File: src/rtl/stack_unit.sv
// Unified data/return-address LIFO with call/ret support, sticky ovf/udf flags; optional trap pulse under STACK_TRAP_EN.
// Latency: every command completes in one cycle; all outputs are registered or decoded from registered state.
// Backpressure: none; push/call while full and pop/ret while empty are dropped and flagged instead of stalled.
module stack_unit #(
    parameter int DW    = 8,
    parameter int DEPTH = 16,
    parameter int CW    = $clog2(DEPTH + 1)
) (
    input  logic          clk,
    input  logic          rst,
    input  logic          push,
    input  logic          pop,
    input  logic          call,
    input  logic          ret,
    input  logic [DW-1:0] din,
    input  logic [DW-1:0] pc_in,
    input  logic          clr_err,
    output logic [DW-1:0] top,
    output logic [DW-1:0] ret_pc,
    output logic          ret_valid,
    output logic [DW-1:0] lnk,
    output logic [CW-1:0] count,
    output logic          full,
    output logic          empty,
    output logic          ovf,
    output logic          udf,
    output logic          trap
);

    localparam int AW = (DEPTH > 1) ? $clog2(DEPTH) : 1;

    logic [DW-1:0] mem [DEPTH];

    logic [AW-1:0] sp_q, sp_n;
    logic [CW-1:0] cnt_q, cnt_n;
    logic [DW-1:0] top_q, top_n;
    logic [DW-1:0] ret_pc_q, ret_pc_n;
    logic          ret_vld_q, ret_vld_n;
    logic [DW-1:0] lnk_q, lnk_n;
    logic          ovf_q, ovf_n;
    logic          udf_q, udf_n;

    logic          wr_en;
    logic [AW-1:0] wr_idx;
    logic [DW-1:0] wr_dat;
    logic          ovf_evt;
    logic          udf_evt;

    logic          is_full;
    logic          is_empty;
    logic [DW-1:0] ret_addr;
    logic [DW-1:0] below_top;

    assign is_full   = (cnt_q == CW'(DEPTH));
    assign is_empty  = (cnt_q == '0);
    assign ret_addr  = pc_in + DW'(1);
    // sp_q is the next free slot, so the entry exposed by a pop sits two below it.
    assign below_top = mem[sp_q - AW'(2)];

    always_comb begin
        sp_n      = sp_q;
        cnt_n     = cnt_q;
        top_n     = top_q;
        ret_pc_n  = ret_pc_q;
        ret_vld_n = 1'b0;
        lnk_n     = lnk_q;
        wr_en     = 1'b0;
        wr_idx    = sp_q;
        wr_dat    = din;
        ovf_evt   = 1'b0;
        udf_evt   = 1'b0;

        if (call) begin
            if (is_full) begin
                ovf_evt = 1'b1;
            end else begin
                wr_en  = 1'b1;
                wr_dat = ret_addr;
                sp_n   = sp_q + AW'(1);
                cnt_n  = cnt_q + CW'(1);
                top_n  = ret_addr;
                lnk_n  = ret_addr;
            end
        end else if (ret) begin
            if (is_empty) begin
                udf_evt = 1'b1;
            end else begin
                ret_pc_n  = top_q;
                ret_vld_n = 1'b1;
                sp_n      = sp_q - AW'(1);
                cnt_n     = cnt_q - CW'(1);
                top_n     = (cnt_q == CW'(1)) ? '0 : below_top;
            end
        end else if (push && pop && !is_empty) begin
            // Replace in place: occupancy is unchanged, so this never overflows.
            wr_en  = 1'b1;
            wr_idx = sp_q - AW'(1);
            top_n  = din;
        end else if (push) begin
            if (is_full) begin
                ovf_evt = 1'b1;
            end else begin
                wr_en = 1'b1;
                sp_n  = sp_q + AW'(1);
                cnt_n = cnt_q + CW'(1);
                top_n = din;
            end
        end else if (pop) begin
            if (is_empty) begin
                udf_evt = 1'b1;
            end else begin
                sp_n  = sp_q - AW'(1);
                cnt_n = cnt_q - CW'(1);
                top_n = (cnt_q == CW'(1)) ? '0 : below_top;
            end
        end

        // A new error in the same cycle as clr_err leaves the flag set.
        ovf_n = ovf_evt | (ovf_q & ~clr_err);
        udf_n = udf_evt | (udf_q & ~clr_err);
    end

    always_ff @(posedge clk or negedge rst) begin
        if (!rst) begin
            sp_q      <= '0;
            cnt_q     <= '0;
            top_q     <= '0;
            ret_pc_q  <= '0;
            ret_vld_q <= 1'b0;
            lnk_q     <= '0;
            ovf_q     <= 1'b0;
            udf_q     <= 1'b0;
        end else begin
            sp_q      <= sp_n;
            cnt_q     <= cnt_n;
            top_q     <= top_n;
            ret_pc_q  <= ret_pc_n;
            ret_vld_q <= ret_vld_n;
            lnk_q     <= lnk_n;
            ovf_q     <= ovf_n;
            udf_q     <= udf_n;
        end
    end

    // Storage is not reset; writes are gated so an edge during reset leaves it alone.
    always_ff @(posedge clk) begin
        if (wr_en && rst) begin
            mem[wr_idx] <= wr_dat;
        end
    end

`ifdef STACK_TRAP_EN
    logic trap_q;

    always_ff @(posedge clk or negedge rst) begin
        if (!rst) begin
            trap_q <= 1'b0;
        end else begin
            trap_q <= ovf_evt | udf_evt;
        end
    end

    assign trap = trap_q;
`else
    assign trap = 1'b0;
`endif

    assign top       = top_q;
    assign ret_pc    = ret_pc_q;
    assign ret_valid = ret_vld_q;
    assign lnk       = lnk_q;
    assign count     = cnt_q;
    assign full      = is_full;
    assign empty     = is_empty;
    assign ovf       = ovf_q;
    assign udf       = udf_q;

endmodule

File: config.mk
export PLATFORM = sky130hd
export DESIGN_NAME = stack_unit
export DESIGN_NICKNAME = d
export VERILOG_FILES = /design/src/rtl/stack_unit.sv
export SDC_FILE = /design/constraint.sdc
export NUM_CORES = 1
export LEC_CHECK = 0
export BUFFER_PORTS_ARGS = -buffer_cell sky130_fd_sc_hd__buf_2
export CAP_MARGIN = 20
export CORE_ASPECT_RATIO = 1.75
export CORE_MARGIN = 1.5
export CORE_UTILIZATION = 40
export DETAILED_ROUTE_END_ITERATION = 16
export GPL_ROUTABILITY_DRIVEN = 0
export SLEW_MARGIN = 20
export SYNTH_ARGS = -nofsm -noshare
export SYNTH_HDL_FRONTEND = slang
export SYNTH_SLANG_ARGS = --single-unit
File: constraint.sdc
create_clock -name clk -period 8.99 [get_ports clk]
set_input_delay 1.798 -clock clk [delete_from_list [all_inputs] [get_ports clk]]
set_output_delay 1.798 -clock clk [all_outputs]
set_load 0.1 [all_outputs]
==> results.txt, run 1 <==
Status = finished, final reports clean
Highest Clock Rate = 224.3 MHz
Io pins = 58
CP startpoint = count[0]
CTS buffer count = 17
Post-route DRC = 0
Initial antenna violation count = 0
Lkg Pwr = 3.124 nW
Most frequent cells in the layout = edfxtp_1 (128), buf_2 (56), dfrtp_1 (36)
Setup_tns = 0 ps
Slew margin rel. = 32.80%
CP Launch Type = flip-flop
Clk slew on worst S/H paths = 70 ps
Final worst setup slack = 4531 ps
Arr. time, crit path = 2660 ps
GRT overflow = 0
Clock Skew = 10.25 ps
Total Routing Usage GR = 19.86%
#FFs+latches synth = 164
Reg area = 4745 um2
Post-CTS Hold Buffers = 0
Synth top area share = 51.96%
Initial DRC count = 407
CP Capture Type = output port
Max clock buf depth = 2
Final wirelength = 18300 um
Critical-path maximum fanout = 14
Synth area leaders = edfxtp_1 (52%), dfrtp_1 (12%), mux4_2 (5.2%), mux2i_1 (4.7%), a22oi_1 (1.7%)
Worst Tran Pin Value = 1008 ps
Routed WL per cell = 22.29 um
Crit path kind = flip-flop to output port
Critical path's largest stage delay = 680 ps
R2R setup slack = 4770 ps
Detailed Routing Iterations Pass 1 = 5
Mapped Cells = 521
Vias = 4617
Row count = 65
Area delta synth->final = 14.95%
Hpwl dp = 13340 um
Warnings from Yosys = 0
Hold Crit Start = lnk[0]
CTS tree = built
I/O Buffers = 56
CP required = 7190 ps
Max-cap violations = 0
Nets@finish = 607
Top_reg_cell synth = edfxtp_1
Clk Latency, worst-skew pair = 430 ps
RSZ-0062 raised after global routing = no
Tcrit/Tclk final = 49.60%
IR drop worst, VDD = 0.1875 mV
Syn avg cell area = 14.20 um2
Syn Nets = 554
Netlist Area Pre-Place = 7397 um2
Clk root buf = clkbuf_16
Power per cell area = 389.0 nW/um2
Yosys cell types = 65
Postcts setup bufs = 0
Slowest cell on the critical path = or4b_1
First-pass GRT wire length = 27740 um
Worst hold path class = flip-flop to flip-flop
Share of cells above drive strength 1 = 22.32%
Sink Count = 164
Multi-input gate area = 2439 um2
Die Y = 182.9 um
Worst r2r src = sp_q[1]
CTS resizes = 0
Asr flop ratio synth = 21.95%
Top cell type by total area after synthesis = edfxtp_1
Via-per-instance ratio = 5.624
Place WS = 4550 ps
Vias in the first global route = 4564
Die width = 105.8 um
H-tree levels = 4
Minimum clock period = 4459 ps
Post-DRT Antenna Nets = 0
Post-synth EDFFs = 128
Post-synthesis sequential area ratio = 64.14%
CP Cell Sequence = inv_1 -> ha_1 -> or4b_1 -> clkinv_4 -> buf_2
Slew Limit Fails = 0
CORE AREA = 18050 um2
Post-layout util = 47.10%
Largest net degree at the start of global routing = 38
Hold Fails Final Rpt = 0
Setup-failing EPs final = 0
Final Hold Slack = 475.9 ps
Most common cell after layout, fill and taps aside = edfxtp_1
Fillers = 1586
Die ar. = 19350 um2
# diodes = 0
Initial Util = 40.97%
-- worst max-delay path: cells and delay by family, from the launching register on --
family | cells | cell delay (ps)
buf+inv | 3 | 810
fa+ha+maj | 1 | 240
flops | 1 | 490
simple gates | 1 | 680
-- final cells by class --
cell class                      count  share of cell area, %
Tap cell                          234                  3.443
Multi-Input combinational cell    314                  28.68
Inverter                           15                 0.7210
Clock inverter                     15                  2.531
Sequential cell                   164                  55.80
Timing Repair Buffer               62                  3.826
Clock buffer                       17                  5.003
-- cells in the mapped netlist (all sizes together) (3+ instances only) --
master and count:
o2111ai 3, xor2 3, nand3b 3, ha 10
nor2 35, a311oi 3, dfrtp 36, a221oi 4
mux4 17, o211a 3, a211oi 3, edfxtp 128
inv 12, a22oi 17, o211ai 3, buf 18
clkinv 3, a211o 3, and3 3, nand2 32
a21oi 15, nor3 10, and2 4, nor2b 3
o32ai 3, mux2 8, clkbuf 10, o21a 8
o31ai 3, a31oi 5, o21ai 20, mux2i 35
a22o 3, xnor2 12, nand3 16
-- state kept, by name, summed over array words and instances, names as in the netlist --
signal	cells
mem	128
lnk	8
ret_pc	8
top	8
count	5
sp_q	4
ovf	1
ret_valid	1
udf	1
-- report_power, final --
group          switching, mW  leakage [nW]  internal, mW  total, mW
Combinational           1.04          1.23         0.434       1.47
Sequential             0.104          1.58         0.947       1.05
Clock                  0.310         0.311         0.473      0.783
-- per-stage QoR --
stage | instance area [um2] | power [mW] | cells
after global placement | 7863 | 2.527 | 789
after global routing | 8503 | 3.432 | 821
final | 8503 | 3.308 | 821
after CTS | 8503 | 3.326 | 821
after floorplan | 7397 | 2.189 | 521
after detailed placement | 7863 | 2.541 | 789
-- cell families after synthesis --
group / count (synthesis) / share of synthesized area [%]
adder cells (fa/ha/maj): 10 / 1.691
AND/OR/NAND/NOR: 117 / 7.595
flip-flops: 164 / 64.14
AO/OA/AOI/OAI: 111 / 10.69
XOR/XNOR: 15 / 1.776
multiplexers: 60 / 11.13
other: 1 / 0.05070
buffers and inverters: 43 / 2.926
-- worst paths after layout --
path	endpoint	depth (start not counted)
max	empty	5
min	lnk[0]	2
max reg2reg	mem[12][4]	7
min reg2reg	lnk[0]	2
max in group asynchronous	ret_valid	2
min in group asynchronous	count[4]	2
-- layer usage --
metal	part of all wire (%)	vias to the layer above	track usage (%)
met4	5.8	0	12.70
met3	4.7	56	3.731
li1	-	2118	-
met1	36	2258	20.98
met5	0	-	0
met2	53	185	35.82
No activity file was read; power rests on OpenSTA's default activity.
==> inputs of run 2 (changes only) <==
Settings changed: ABC_AREA set to 1.
Clock period 8.99 ns to 4.02 ns, I/O delays scaled along.
==> run 2 against run 1 <==
Worst setup slack worse by 3600 ps. Clock power up 110%. Die area rose by 7.8%. Sequential share of layout area down 3.3 points.
==> results.txt, run 2 <==
Hpwl dp = 15290 um (+15%)
Worst hold path class = flip-flop to flip-flop
Busiest grt layer = met2
Worst Tran Pin Value = 935.7 ps (-72.27 ps)
Post-CTS Hold Buffers = 0 (unchanged)
Clock Skew = 10.47 ps (+0.2230 ps)
Top_reg_cell synth = edfxtp_1
Nets@finish = 949 (+56%)
Syn avg cell area = 9.174 um2 (-35%)
Crit path kind = flip-flop to output port
Comb pwr share = 47.6% (+3.1 points)
Tcrit/Tclk final = 76.73%
Final Hold Slack = 487.8 ps (+11.95 ps)
Final wirelength = 21530 um (+18%)
Overall Power = 7.447 mW (+130%)
GRT overflow = 0 (unchanged)
Sink Count = 164 (unchanged)
Highest Clock Rate = 324.2 MHz
Sequential share of power = 30.8% (-1.0 points)
Setup_tns = 0 ps (unchanged)
Yosys cell types = 38 (-42%)
Clock power frac = 21.6% (-2.1 points)
Internal power = 3.790 mW (+100%)
Synth Area in Compound Gates = 6.170% (-4.5 points)
# diodes = 0 (unchanged)
Mapped Cells = 871 (+67%)
Via-per-instance ratio = 5.053 (-10%)
Max clock buf depth = 2 (unchanged)
Clk Latency, worst-skew pair = 430 ps (about the same)
Most common library cells after synthesis = nand2_1 (254), inv_1 (144), edfxtp_1 (128)
Most frequent cells in the layout = nand2_1 (254), inv_1 (144), edfxtp_1 (128)
Hold Fails Final Rpt = 0 (unchanged)
P_sw = 3.657 mW (+150%)
H-tree levels = 4 (unchanged)
Post-Synth Adder-Cell Area = 1.566% (-0.13 points)
Non-filler cells, final = 1174 (+43%)
Count leader, synth = nand2_1
Status = finished, final reports clean
Post-DRT Antenna Nets = 0 (unchanged)
Synth Area in XOR/XNOR = 1.425% (-0.35 points)
Most common cell after layout, fill and taps aside = nand2_1
Largest family of logic cells by synthesized area = simple AND/OR/NAND/NOR gates
Placed inst area = 8442 um2 (+7.4%)
Share of cells above drive strength 1 = 12.16% (-10 points)
Post-synthesis sequential area ratio = 59.38% (-4.8 points)
CP Launch Type = flip-flop
Largest Register = mem
Largest net degree at the start of global routing = 66 (+74%)
Slew margin rel. = 37.47% (+4.7 points)
Area delta synth->final = 13.06%
Met2 Use GR = 41.07% (+5.2 points)
Post-synthesis mux area share = 0% (-11 points)
Post-route DRC = 0 (unchanged)
Die width = 109.8 um (+3.8%)
Post-route cell area = 9034 um2 (+6.2%)
Clk slew on worst S/H paths = 70 ps (about the same)
Slew Limit Fails = 0 (unchanged)
Power per cell area = 824.4 nW/um2 (+110%)
Fillers = 1896 (+20%)
CORE AREA = 19650 um2 (+8.9%)
DP Cell Count = 1142 (+45%)
Max-cap violations = 0 (unchanged)
Max reg flops = 128 (unchanged)
CTS resizes = 0 (unchanged)
Vias in the first global route = 5793 (+27%)
RSZ-0062 raised after global routing = no
Initial DRC count = 490 (+20%)
CTS tree = built
Initial antenna violation count = 0 (unchanged)
Postcts setup bufs = 0 (unchanged)
Asr flop ratio synth = 21.95% (unchanged)
Clk root buf = clkbuf_16
CP required = 3220 ps (-3970 ps)
Top cell type by total area after synthesis = edfxtp_1
Vias = 5932 (+28%)
CP Capture Type = output port
CTS buffer count = 17 (unchanged)
I/O Buffers = 56 (unchanged)
Synth top area share = 48.11% (-3.9 points)
Met1 Use GR = 21.60% (+0.62 points)
Warnings from Yosys = 0 (unchanged)
First-pass GRT wire length = 32420 um (+17%)
IR drop worst, VDD = 0.7064 mV (+280%)
Initial Util = 40.65% (-0.32 points)
Synth Area in Simple Gates = 22.19% (+15 points)
Total Routing Usage GR = 21.86% (+2.0 points)
Io pins = 58 (unchanged)
Row count = 68 (+4.6%)
Syn Nets = 904 (+63%)
Routed WL per cell = 18.33 um (-18%)
Met3 Use GR = 3.871% (+0.14 points)
Sw Share = 49.11% (+5.2 points)
Minimum clock period = 3085 ps
Critical-path maximum fanout = 21 (+7)
Die ar. = 20870 um2 (+7.8%)
Setup-failing EPs final = 0 (unchanged)
Post-synth EDFFs = 128 (unchanged)
Synth area leaders = edfxtp_1 (48%), nand2_1 (12%), dfrtp_1 (11%), inv_1 (6.8%), nand3_1 (6.6%)
Netlist Area Pre-Place = 7990 um2 (+8.0%)
Arr. time, crit path = 2280 ps (-380 ps)
Detailed Routing Iterations Pass 1 = 6 (+1)
#FFs+latches synth = 164 (unchanged)
Die Y = 190.0 um (+3.9%)
Lkg Pwr = 4.147 nW (+33%)
-- run 2: cell types whose count changed after synthesis, moves of 32 or more --
cell and delta:
o21ai_0 +32, inv_1 +133, nand2_1 +222, nand3_1 +89, mux2i_1 -35
-- run 2: logic make-up after synthesis --
logic type               after synthesis
AO/OA/AOI/OAI                         90
XOR/XNOR                              13
adder cells (fa/ha/maj)               10
buffers and inverters                184
flip-flops                           164
other                                  1
AND/OR/NAND/NOR                      409
-- run 2: power by group through the flow --
stage | registers (mW) | clock network (mW) | logic [mW]
floorplan | 3.19 | 0 | 1.76
global placement | 2.32 | 0 | 3.54
detailed placement | 2.32 | 0 | 3.54
CTS | 2.29 | 1.63 | 3.55
global route | 2.32 | 1.69 | 3.79
finish | 2.29 | 1.61 | 3.54
-- run 2: worst max-delay path, stage by stage, from the launching register on --
cell	delay [ps]
dfrtp_1	420
inv_1	150
ha_1	290
nand3_4	160
inv_2	320
buf_2	500
-- run 2: stage by stage --
| stage | util (%) | setup slack [ps] |
|---|---|---|
| 3_3_place_gp | 42.95 | 982.6 |
| 4_1_cts | 45.96 | 935.7 |
| 3_5_place_dp | 42.95 | 940.6 |
| 6_report | 45.96 | 935.3 |
| 5_1_grt | 45.96 | 813.3 |
| 2_1_floorplan | - | 970.2 |
-- run 2: worst paths after layout --
kind                           start        end  slack [ps]  depth (start not counted)
setup reg to reg            count[0]  mem[9][1]        1240                          8
hold / removal             ret_pc[7]  ret_pc[7]         490                          2
max in group asynchronous        rst    sp_q[0]        3130                          2
min in group asynchronous        rst  ret_pc[2]         500                          2
hold reg to reg            ret_pc[7]  ret_pc[7]         490                          2
setup / recovery            count[0]       full         940                          5
-- run 2: cell type report --
cell class | instances | area [um2] | area share [%]
clock buffer | 20 | 489.2 | 5.416
clock inverter | 12 | 102.6 | 1.136
inverter | 148 | 555.5 | 6.150
multi-input combinational | 523 | 2509 | 27.77
sequential | 164 | 4746 | 52.53
tap | 245 | 306.5 | 3.393
timing repair buffer | 62 | 325.3 | 3.601
-- run 2: layer usage --
metal  vias to the layer above  routed length [um]  share of wire, %
met2                       212               12170                57
met5                         -                   0                 0
met1                      2765                7392                34
li1                       2902                   -                 -
met4                         0                1207               5.6
met3                        53                 752               3.5
